**config.mk**
```make
export PLATFORM = sky130hd
export DESIGN_NAME = wb_timer
export DESIGN_NICKNAME = d
export VERILOG_FILES = /design/src/rtl/wb_timer_pkg.sv /design/src/rtl/wb_timer_prescaler.sv /design/src/rtl/wb_timer.sv
export SDC_FILE = /design/constraint.sdc
export NUM_CORES = 1
export LEC_CHECK = 0
export BUFFER_PORTS_ARGS = -buffer_cell sky130_fd_sc_hd__buf_2
export CORE_MARGIN = 5
export CORE_UTILIZATION = 45
export CTS_BUF_LIST = sky130_fd_sc_hd__clkbuf_8
export CTS_CLUSTER_DIAMETER = 80
export CTS_CLUSTER_SIZE = 16
export DETAILED_ROUTE_END_ITERATION = 8
export GPL_TIMING_DRIVEN = 0
export PLACE_DENSITY = 0.65
export SETUP_SLACK_MARGIN = 0.5
export SKIP_CTS_REPAIR_TIMING = 1
export SLEW_MARGIN = 20
export SYNTH_ARGS = -nofsm -noshare
export SYNTH_HDL_FRONTEND = slang
export SYNTH_SLANG_ARGS = --single-unit
export TNS_END_PERCENT = 5
```
**constraint.sdc**
```tcl
create_clock -name i_clk -period 2.99 [get_ports i_clk]
set_clock_uncertainty 0.1 [all_clocks]
set_input_delay 0.598 -clock i_clk [delete_from_list [all_inputs] [get_ports i_clk]]
set_output_delay 0.598 -clock i_clk [all_outputs]
set_load 0.02 [all_outputs]
```
**src/rtl/wb_timer_pkg.sv**
```systemverilog
// Shared definitions for the Wishbone timer: register map, control/status
// bit positions, peripheral base address and a byte-lane merge helper.
package wb_timer_pkg;

  // Byte address of the timer block on the system bus.
  localparam logic [31:0] WB_TIMER_BASE = 32'hFFFF_F100;

  // Register offsets, selected by word-address bits [2:0].
  localparam logic [2:0] REG_CNT  = 3'd0;
  localparam logic [2:0] REG_LIM  = 3'd1;
  localparam logic [2:0] REG_CTL  = 3'd2;
  localparam logic [2:0] REG_STAT = 3'd3;
  localparam logic [2:0] REG_CAP  = 3'd4;

  // Control and status bit positions.
  localparam int CTL_EN_BIT    = 0;
  localparam int CTL_AUTO_BIT  = 1;
  localparam int STAT_DONE_BIT = 0;

  // Replace only the byte lanes enabled in sel.
  function automatic logic [31:0] byte_merge(input logic [31:0] old_v,
                                             input logic [31:0] new_v,
                                             input logic [3:0]  sel);
    logic [31:0] r;
    r = old_v;
    for (int b = 0; b < 4; b++) begin
      if (sel[b]) r[8*b +: 8] = new_v[8*b +: 8];
    end
    return r;
  endfunction

endpackage

```
**src/rtl/wb_timer_prescaler.sv**
```systemverilog
// Clock prescaler for the Wishbone timer: emits a one-cycle tick every
// PRESCALE enabled cycles and returns to zero whenever it is disabled.
module timer_prescaler #(
  parameter int unsigned PRESCALE = 50
) (
  input  logic clk_i,
  input  logic rst_i,
  input  logic en_i,
  output logic tick_o
);

  localparam logic [15:0] LAST = 16'(PRESCALE - 1);

  logic [15:0] cnt_q, cnt_d;

  assign tick_o = en_i && (cnt_q == LAST);

  // Next count: wrap after the terminal value, park at zero while disabled.
  always_comb begin
    cnt_d = cnt_q + 16'd1;
    if (!en_i || (cnt_q == LAST)) cnt_d = '0;
  end

  // Count register.
  always_ff @(posedge clk_i) begin
    if (rst_i) cnt_q <= '0;
    else       cnt_q <= cnt_d;
  end

endmodule

```
**src/rtl/wb_timer.sv**
```systemverilog
// Wishbone timer peripheral: CNT/LIM/CTL/STAT registers, prescaled tick,
// one-shot or auto-reload operation and a DONE level interrupt.
// Optional capture register (CAP) and i_capture edge detector are built
// only when the macro WB_TIMER_CAPTURE_EN is defined.
module wb_timer
  import wb_timer_pkg::*;
#(
  parameter int unsigned PRESCALE  = 50,
  parameter logic [31:0] RESET_LIM = 32'hFFFF_FFFF
) (
  input  logic        i_clk,
  input  logic        i_reset,
  input  logic        i_wb_cyc,
  input  logic        i_wb_stb,
  input  logic        i_wb_we,
  input  logic [29:0] i_wb_addr,
  input  logic [31:0] i_wb_data,
  input  logic [3:0]  i_wb_sel,
  output logic        o_wb_ack,
  output logic        o_wb_stall,
  output logic [31:0] o_wb_data,
  input  logic        i_capture,
  output logic        o_irq
);

  logic [31:0] cnt_q, cnt_d;
  logic [31:0] lim_q, lim_d;
  logic        en_q, en_d;
  logic        auto_q, auto_d;
  logic        done_q, done_d;
  logic        ack_q;
  logic [31:0] rdata_q, rdata_d;

  logic        req, wr, tick, hit;
  logic [2:0]  off;

  assign req  = i_wb_cyc && i_wb_stb;
  assign wr   = req && i_wb_we;
  assign off  = i_wb_addr[2:0];
  assign hit  = tick && (cnt_q == lim_q);

  timer_prescaler #(.PRESCALE(PRESCALE)) u_prescaler (
    .clk_i  (i_clk),
    .rst_i  (i_reset),
    .en_i   (en_q),
    .tick_o (tick)
  );

`ifdef WB_TIMER_CAPTURE_EN
  logic [31:0] cap_q;
  logic        capt_prev_q;

  // Latch CNT on each rising edge of the capture strobe.
  always_ff @(posedge i_clk) begin
    if (i_reset) begin
      cap_q       <= '0;
      capt_prev_q <= 1'b0;
    end else begin
      capt_prev_q <= i_capture;
      if (i_capture && !capt_prev_q) cap_q <= cnt_q;
    end
  end
`endif

  // Upper address bits are decoded outside this block.
  logic unused_bits;
`ifdef WB_TIMER_CAPTURE_EN
  assign unused_bits = ^i_wb_addr[29:3];
`else
  assign unused_bits = ^{i_wb_addr[29:3], i_capture};
`endif

  // Register next state: bus writes win over tick updates on CNT and CTL,
  // while a DONE set wins over a same-cycle write-1-to-clear.
  always_comb begin
    cnt_d  = cnt_q;
    lim_d  = lim_q;
    en_d   = en_q;
    auto_d = auto_q;
    done_d = done_q;

    if (wr && off == REG_CNT) begin
      cnt_d = byte_merge(cnt_q, i_wb_data, i_wb_sel);
    end else if (tick) begin
      if (hit) begin
        if (auto_q) cnt_d = '0;
      end else begin
        cnt_d = cnt_q + 32'd1;
      end
    end

    if (wr && off == REG_LIM) lim_d = byte_merge(lim_q, i_wb_data, i_wb_sel);

    if (wr && off == REG_CTL && i_wb_sel[0]) begin
      en_d   = i_wb_data[CTL_EN_BIT];
      auto_d = i_wb_data[CTL_AUTO_BIT];
    end else if (hit && !auto_q) begin
      en_d = 1'b0;
    end

    if (hit) begin
      done_d = 1'b1;
    end else if (wr && off == REG_STAT && i_wb_sel[0] && i_wb_data[STAT_DONE_BIT]) begin
      done_d = 1'b0;
    end
  end

  // Read mux: value returned in the ack cycle, zero for writes and idle cycles.
  always_comb begin
    rdata_d = '0;
    if (req && !i_wb_we) begin
      case (off)
        REG_CNT:  rdata_d = cnt_q;
        REG_LIM:  rdata_d = lim_q;
        REG_CTL: begin
          rdata_d[CTL_EN_BIT]   = en_q;
          rdata_d[CTL_AUTO_BIT] = auto_q;
        end
        REG_STAT: rdata_d[STAT_DONE_BIT] = done_q;
`ifdef WB_TIMER_CAPTURE_EN
        REG_CAP:  rdata_d = cap_q;
`endif
        default:  rdata_d = '0;
      endcase
    end
  end

  // Timer registers.
  always_ff @(posedge i_clk) begin
    if (i_reset) begin
      cnt_q  <= '0;
      lim_q  <= RESET_LIM;
      en_q   <= 1'b0;
      auto_q <= 1'b0;
      done_q <= 1'b0;
    end else begin
      cnt_q  <= cnt_d;
      lim_q  <= lim_d;
      en_q   <= en_d;
      auto_q <= auto_d;
      done_q <= done_d;
    end
  end

  // Bus response: ack and data one cycle after each strobe, dropped by reset.
  always_ff @(posedge i_clk) begin
    if (i_reset) begin
      ack_q   <= 1'b0;
      rdata_q <= '0;
    end else begin
      ack_q   <= req;
      rdata_q <= rdata_d;
    end
  end

  assign o_wb_ack   = ack_q;
  assign o_wb_data  = rdata_q;
  assign o_wb_stall = 1'b0;
  assign o_irq      = done_q;

endmodule

```
== Yosys cells after proc, flatten, opt, wreduce, memory -nomap -nowiden ==
Cells that the tools add are included.
Cells by class
  multiplexer cells: 15
  equal/unequal tests: 10
  reduce and logical (&&, ||, !) cells: 31
  add/subtract/negate cells: 2
  bitwise logic cells: 1
Operators with widths (number)
  $mux 32: 4
  $pmux 30 s2: 1
  $add 32x1->32 const B: 1
  $eq 32x32->1: 1
  $mux 8: 4
  $add 16x1->16 const B: 1
  $eq 16x6->1 const B: 1
  $logic_and 1x1->1: 13
  $reduce_and 3->1: 4
  $ne 2x2->1 const B: 4
  $reduce_and 2->1: 4
  $eq 3x2->1 const B: 2
  $reduce_bool 2->1: 3
  $mux 1: 4
  $pmux 1 s4: 1
  $reduce_or 2->1: 2
  $eq 3x1->1 const B: 1
  $logic_not 1->1: 3
  $logic_not 3->1: 1
  $ne 3x2->1 const B: 1
  $pmux 1 s3: 1
  $logic_or 1x1->1: 1
  $not 1->1: 1
Storage, ports and cells
  register bits: 116
  output and inout bits: 35
  logic and storage cells: 73

== Depth between registers and ports, before layout ==
  word-level depth: 7
  depth in mapped cells: 10

== Modules after synthesis ==
From an unflattened synthesis, not the netlist that was laid out.
Unflattened totals
  cell total of the unflattened synthesis: 704
  area total of the unflattened synthesis: 5736.8 um^2
Modules (own cells, without submodules)
  wb_timer: seq. area each 2001.9 um^2, times used 1, area each 4973.5 um^2, cells each 620
  timer_prescaler: seq. area each 320.3 um^2, times used 1, area each 763.2 um^2, cells each 84

== Least setup slack after synthesis ==
No wires, ideal clock.
  path type: in2reg
  start point: input port i_wb_addr[0]
  end point: register cnt_q[9]
  required time: 2.798 ns
  path slack: 0.588 ns
  stages on the path: 9
  path buffers: 5
  data arrival time: 2.210 ns
  cells stage by stage: buf_2 -> nor3_2 -> nor2b_1 -> buf_2 -> buf_2 -> buf_4 -> clkbuf_1 -> o221ai_1 -> o311ai_4
Between the ends
  word-level cells in the longest chain between the ends: 4
  elaborated cells between the ends (all ways): 7
  classes of those cells: eq/ne (2); mux (1); reduce/logical (4)
RTL lines
  start, declared: RTL line wb_timer.sv:16  | input logic [29:0] i_wb_addr,
  $logic_not 3->1 (*): RTL line wb_timer.sv:82  | if (wr && off == REG_CNT) begin
  $logic_and 1x1->1 (*): RTL line wb_timer.sv:82
  $ne 3x2->1 (no source line) (tied with other cells)
  $reduce_and 3->1 (no source line)
  end signal, assigned: RTL line wb_timer.sv:137  | cnt_q <= cnt_d;
  end, declared: RTL line wb_timer.sv:26  | logic [31:0] cnt_q, cnt_d;
Mark *: on every way between the ends. The rest lies on a longest branch, timed or not.
A chain may end at the register's enable or synchronous reset.

== Worst setup path in the final report ==
  start point: register cnt_q[15]
  end point: register cnt_q[20]
Between the ends
  word-level cells in the longest chain between the ends: 5
  elaborated cells between the ends (all ways): 8
  classes of those cells: add/sub (1); eq/ne (2); mux (3); reduce/logical (2)
RTL lines
  branches (longest 5 deep; another with $add 32x1->32)
Parallel ways; which one is timed is not known. The select of a mux whose other input is x is not followed.

==> flow_summary_export.csv <==
group,metric,value,unit
detailed_routing,drt-total-wl,19.8,mm
detailed_routing,wl_per_cell,19.3,um
synthesis,yosysWarnings,0,
sta,fin_crit,2540,ps
sta,slew-limit-headroom,43.5,%
synthesis,synth_edf_count,0,
sta,rsz0062_at_grt,"yes",
synthesis,muxShareOfSynthArea,0.334,%
flow_run,maxCapViolations,0,
synthesis,synth_nets,805,
clocking,htreeDepth,4,
grt,grt_pass1_wl,30.7,mm
setup_path,path_buf_inv,2,
placed_design,numPortBuffers,76,
grt,overflow,0,
setup_path,critPathLaunchType,"flip-flop",
sta,slew_viol_final,0,
setup_path,path_max_fanout,8,
synthesis,synth_top_family_by_area,"simple AND/OR/NAND/NOR gates",
setup_path,required,3230,ps
sta,final-hold-violation-count,0,
sta,setup_viol,0,
pwr,seqPwrFrac,48.7,%
synthesis,yosysSeqAreaShare,38.7,%
detailed_routing,drc_errors,0,
placed_design,dp.cells,982,
sta,worst_pin_slew,847,ps
pwr,swShare,24.8,%
clocking,cts_root_buf,"clkbuf_8",
setup_path,crit_chain,"buf_4, xor2_2, nor4_4, nand4_2, buf_4, o21ai_1, a221oi_1, a211o_1",
sta,fin_ws,450,ps
synthesis,synth_xor_xnor_area_share,8.29,%
min_path,hp-start,"i_wb_data[4]",
final_layout,nNetsFinal,911,
synthesis,synth_top_flop_cell,"dfxtp_1",
setup_path,r2r_start,"cnt_q[15]",
setup_path,crit_top_cell,"buf_4",
setup_path,critical_path_class,"flip-flop to flip-flop",
setup_path,endpoint_kind,"flip-flop",
detailed_routing,firstDrtPassIters,5,
clocking,cts_made_buffers,17,
sta,max_freq,394,MHz
setup_path,critical_path.startpoint,"cnt_q[15]",
synthesis,synth_area,0.00599,mm2
pwr,pwr-share-clk,44.8,%
die,coreArea,0.0131,mm2
pwr,ir_drop,220,uV
synthesis,synth_area_leaders,"dfxtp_1, nand2_1, nand3_1",
die,die_w,125,um
clocking,cts_tree,"done",
detailed_routing,ant_nets,0,
synthesis,synth-seq-cells,116,
run_status,status,"finished clean",
placed_design,dp_slack,-200,ps
synthesis,synth_top_area_share,38.7,%
die,io-pin-count,107,
final_layout,drive_gt1_share,21.4,%
clocking,cts_buffer_depth,2,
setup_path,crit_slowest_cell,"nor4_4",
die,die_y,125,um
final_layout,diodes,0,
setup_path,critPathMaxStageDelay,410,ps
synthesis,synth-simple-area-share,31.4,%
clocking,clock_latency,460,ps
die,die-area,0.0157,mm2
pwr,p_total,3.23,mW
synthesis,synth-compound-area-share,15.4,%
pwr,leakage,2.86,nW
detailed_routing,drt_iter0_markers,529,
synthesis,synth_cell_types,63,
pwr,p_int,2.43,mW
detailed_routing,viasPerCell,5.87,
final_layout,mostFrequentLayoutCells,"nand2_1, dfxtp_1, buf_2",
setup_path,cp_top_family,"compound AO/OA/AOI/OAI gates",
die,start_util,45.6,%
grt,grtUsageTotal,24.8,%
pwr,power_density,450,mW/mm2
pwr,pwr-share-comb,6.4,%
setup_path,worst_ep_arrival_time,2780,ps
min_path,hold_path.class,"input port to flip-flop",
synthesis,yosys.area_share.adder,0.626,%
clocking,clock-sinks,116,
detailed_routing,vias,6017,
synthesis,synth_area_leader_cell,"dfxtp_1",
grt,grt_pass1_vias,5639,
grt,grt_max_degree,17,
synthesis,synth_area_per_cell,8.21,um2
final_layout,final_cells,1025,
synthesis,synthArstFlopShare,0,%
placed_design,place_congestion,0.935,
synthesis,synthCells,730,
pwr,p_sw,0.800,mW
final_layout,layout_commonest_cell,"nand2_1",
grt,antenna_found_initial,0,
die,rows,42,
final_layout,syn_to_final_growth,19.9,%
clocking,path_clk_slew,70,ps
sta,post-route-period-util,84.9,%
placed_design,dp_hpwl,14.1,mm
==> worst paths after layout <==
kind,end,slack (ps),cells past startpoint
worst max-delay path,cnt_q[20],450,8
worst min-delay path,lim_q[4],270,3
worst max register to register,cnt_q[20],450,8
worst min register to register,u_prescaler.cnt_q[0],350,1
==> per-layer routing <==
metal	GRT usage, %	routed length (um)
met5	0	0
met4	12.6	683
met3	5.25	1480
met2	38.1	9070
met1	32.9	8570
==> cell usage after synthesis, types with 2 or more instances <==
master     count
mux2i_1        2
nor4_2         4
nor4_4         3
and2_1        11
nand4_1       27
dfxtp_1      116
xor2_1        37
a311oi_2       2
o211ai_1       6
nand4_2        2
o31ai_1        6
o221ai_1       7
o311ai_4       2
a221oi_1       5
and4_1         4
nand3_1       75
a31oi_1        4
a21oi_1       21
a311oi_1       8
clkbuf_1      34
buf_1          2
a211o_1        2
ha_1           3
nand3b_1       2
buf_4          3
o2111ai_1      2
nor4b_1        3
or3_1          6
inv_1          9
and3_1         9
buf_2         13
nor4_1         8
a22oi_1       33
nand2_1      112
nor3_2         2
o21ai_0        6
nor2_1        69
buf_6          5
nor3b_1        4
xnor2_1       16
o31a_1         2
nor3_1        21
xor2_2         2
==> final cells by class <==
cell class	instances	area [um2]
Clock inverter	15	149
Inverter	9	33.8
Multi-Input combinational cell	548	3450
Sequential cell	116	2330
Fill cell	1297	5950
Timing Repair Buffer	87	463
Tap cell	176	220
Buffer	57	302
Clock buffer	17	234
==> power by group through the flow <==
stage	clock network, mW	logic, mW	registers (mW)
floorplan	0	0.108	1.61
global placement	0	0.197	1.61
detailed placement	0	0.199	1.61
CTS	1.47	0.200	1.57
global route	1.54	0.223	1.58
finish	1.45	0.208	1.57
==> tightest hold or removal path, stage by stage <==
cell and delay (ps):
buf_2 90, nand2_1 40, nand3_1 70
==> stage by stage <==
stage	setup TNS (ps)	util, %	cell area, um2	hold WS, ps
after CTS	0	53.1	6980	250
final	0	54.7	7190	275
after floorplan	0	-	5990	345
after detailed placement	-2790	50.2	6590	379
after global routing	0	54.7	7190	275
after global placement	-2150	50.2	6590	361
==> cells by family after synthesis <==
family,after synthesis
buf+inv,66
fa+ha+maj,3
other cells,1
compound gates,117
xor+xnor,55
flops,116
mux,2
simple gates,370
==> registers in the layout, indices dropped and copies added, names as in the netlist <==
name,flops
auto_q,1
o_irq,1
cnt_q,32
o_wb_data,32
u_prescaler.cnt_q,16
en_q,1
lim_q,32
o_wb_ack,1
(Power assumes the default switching activity.)
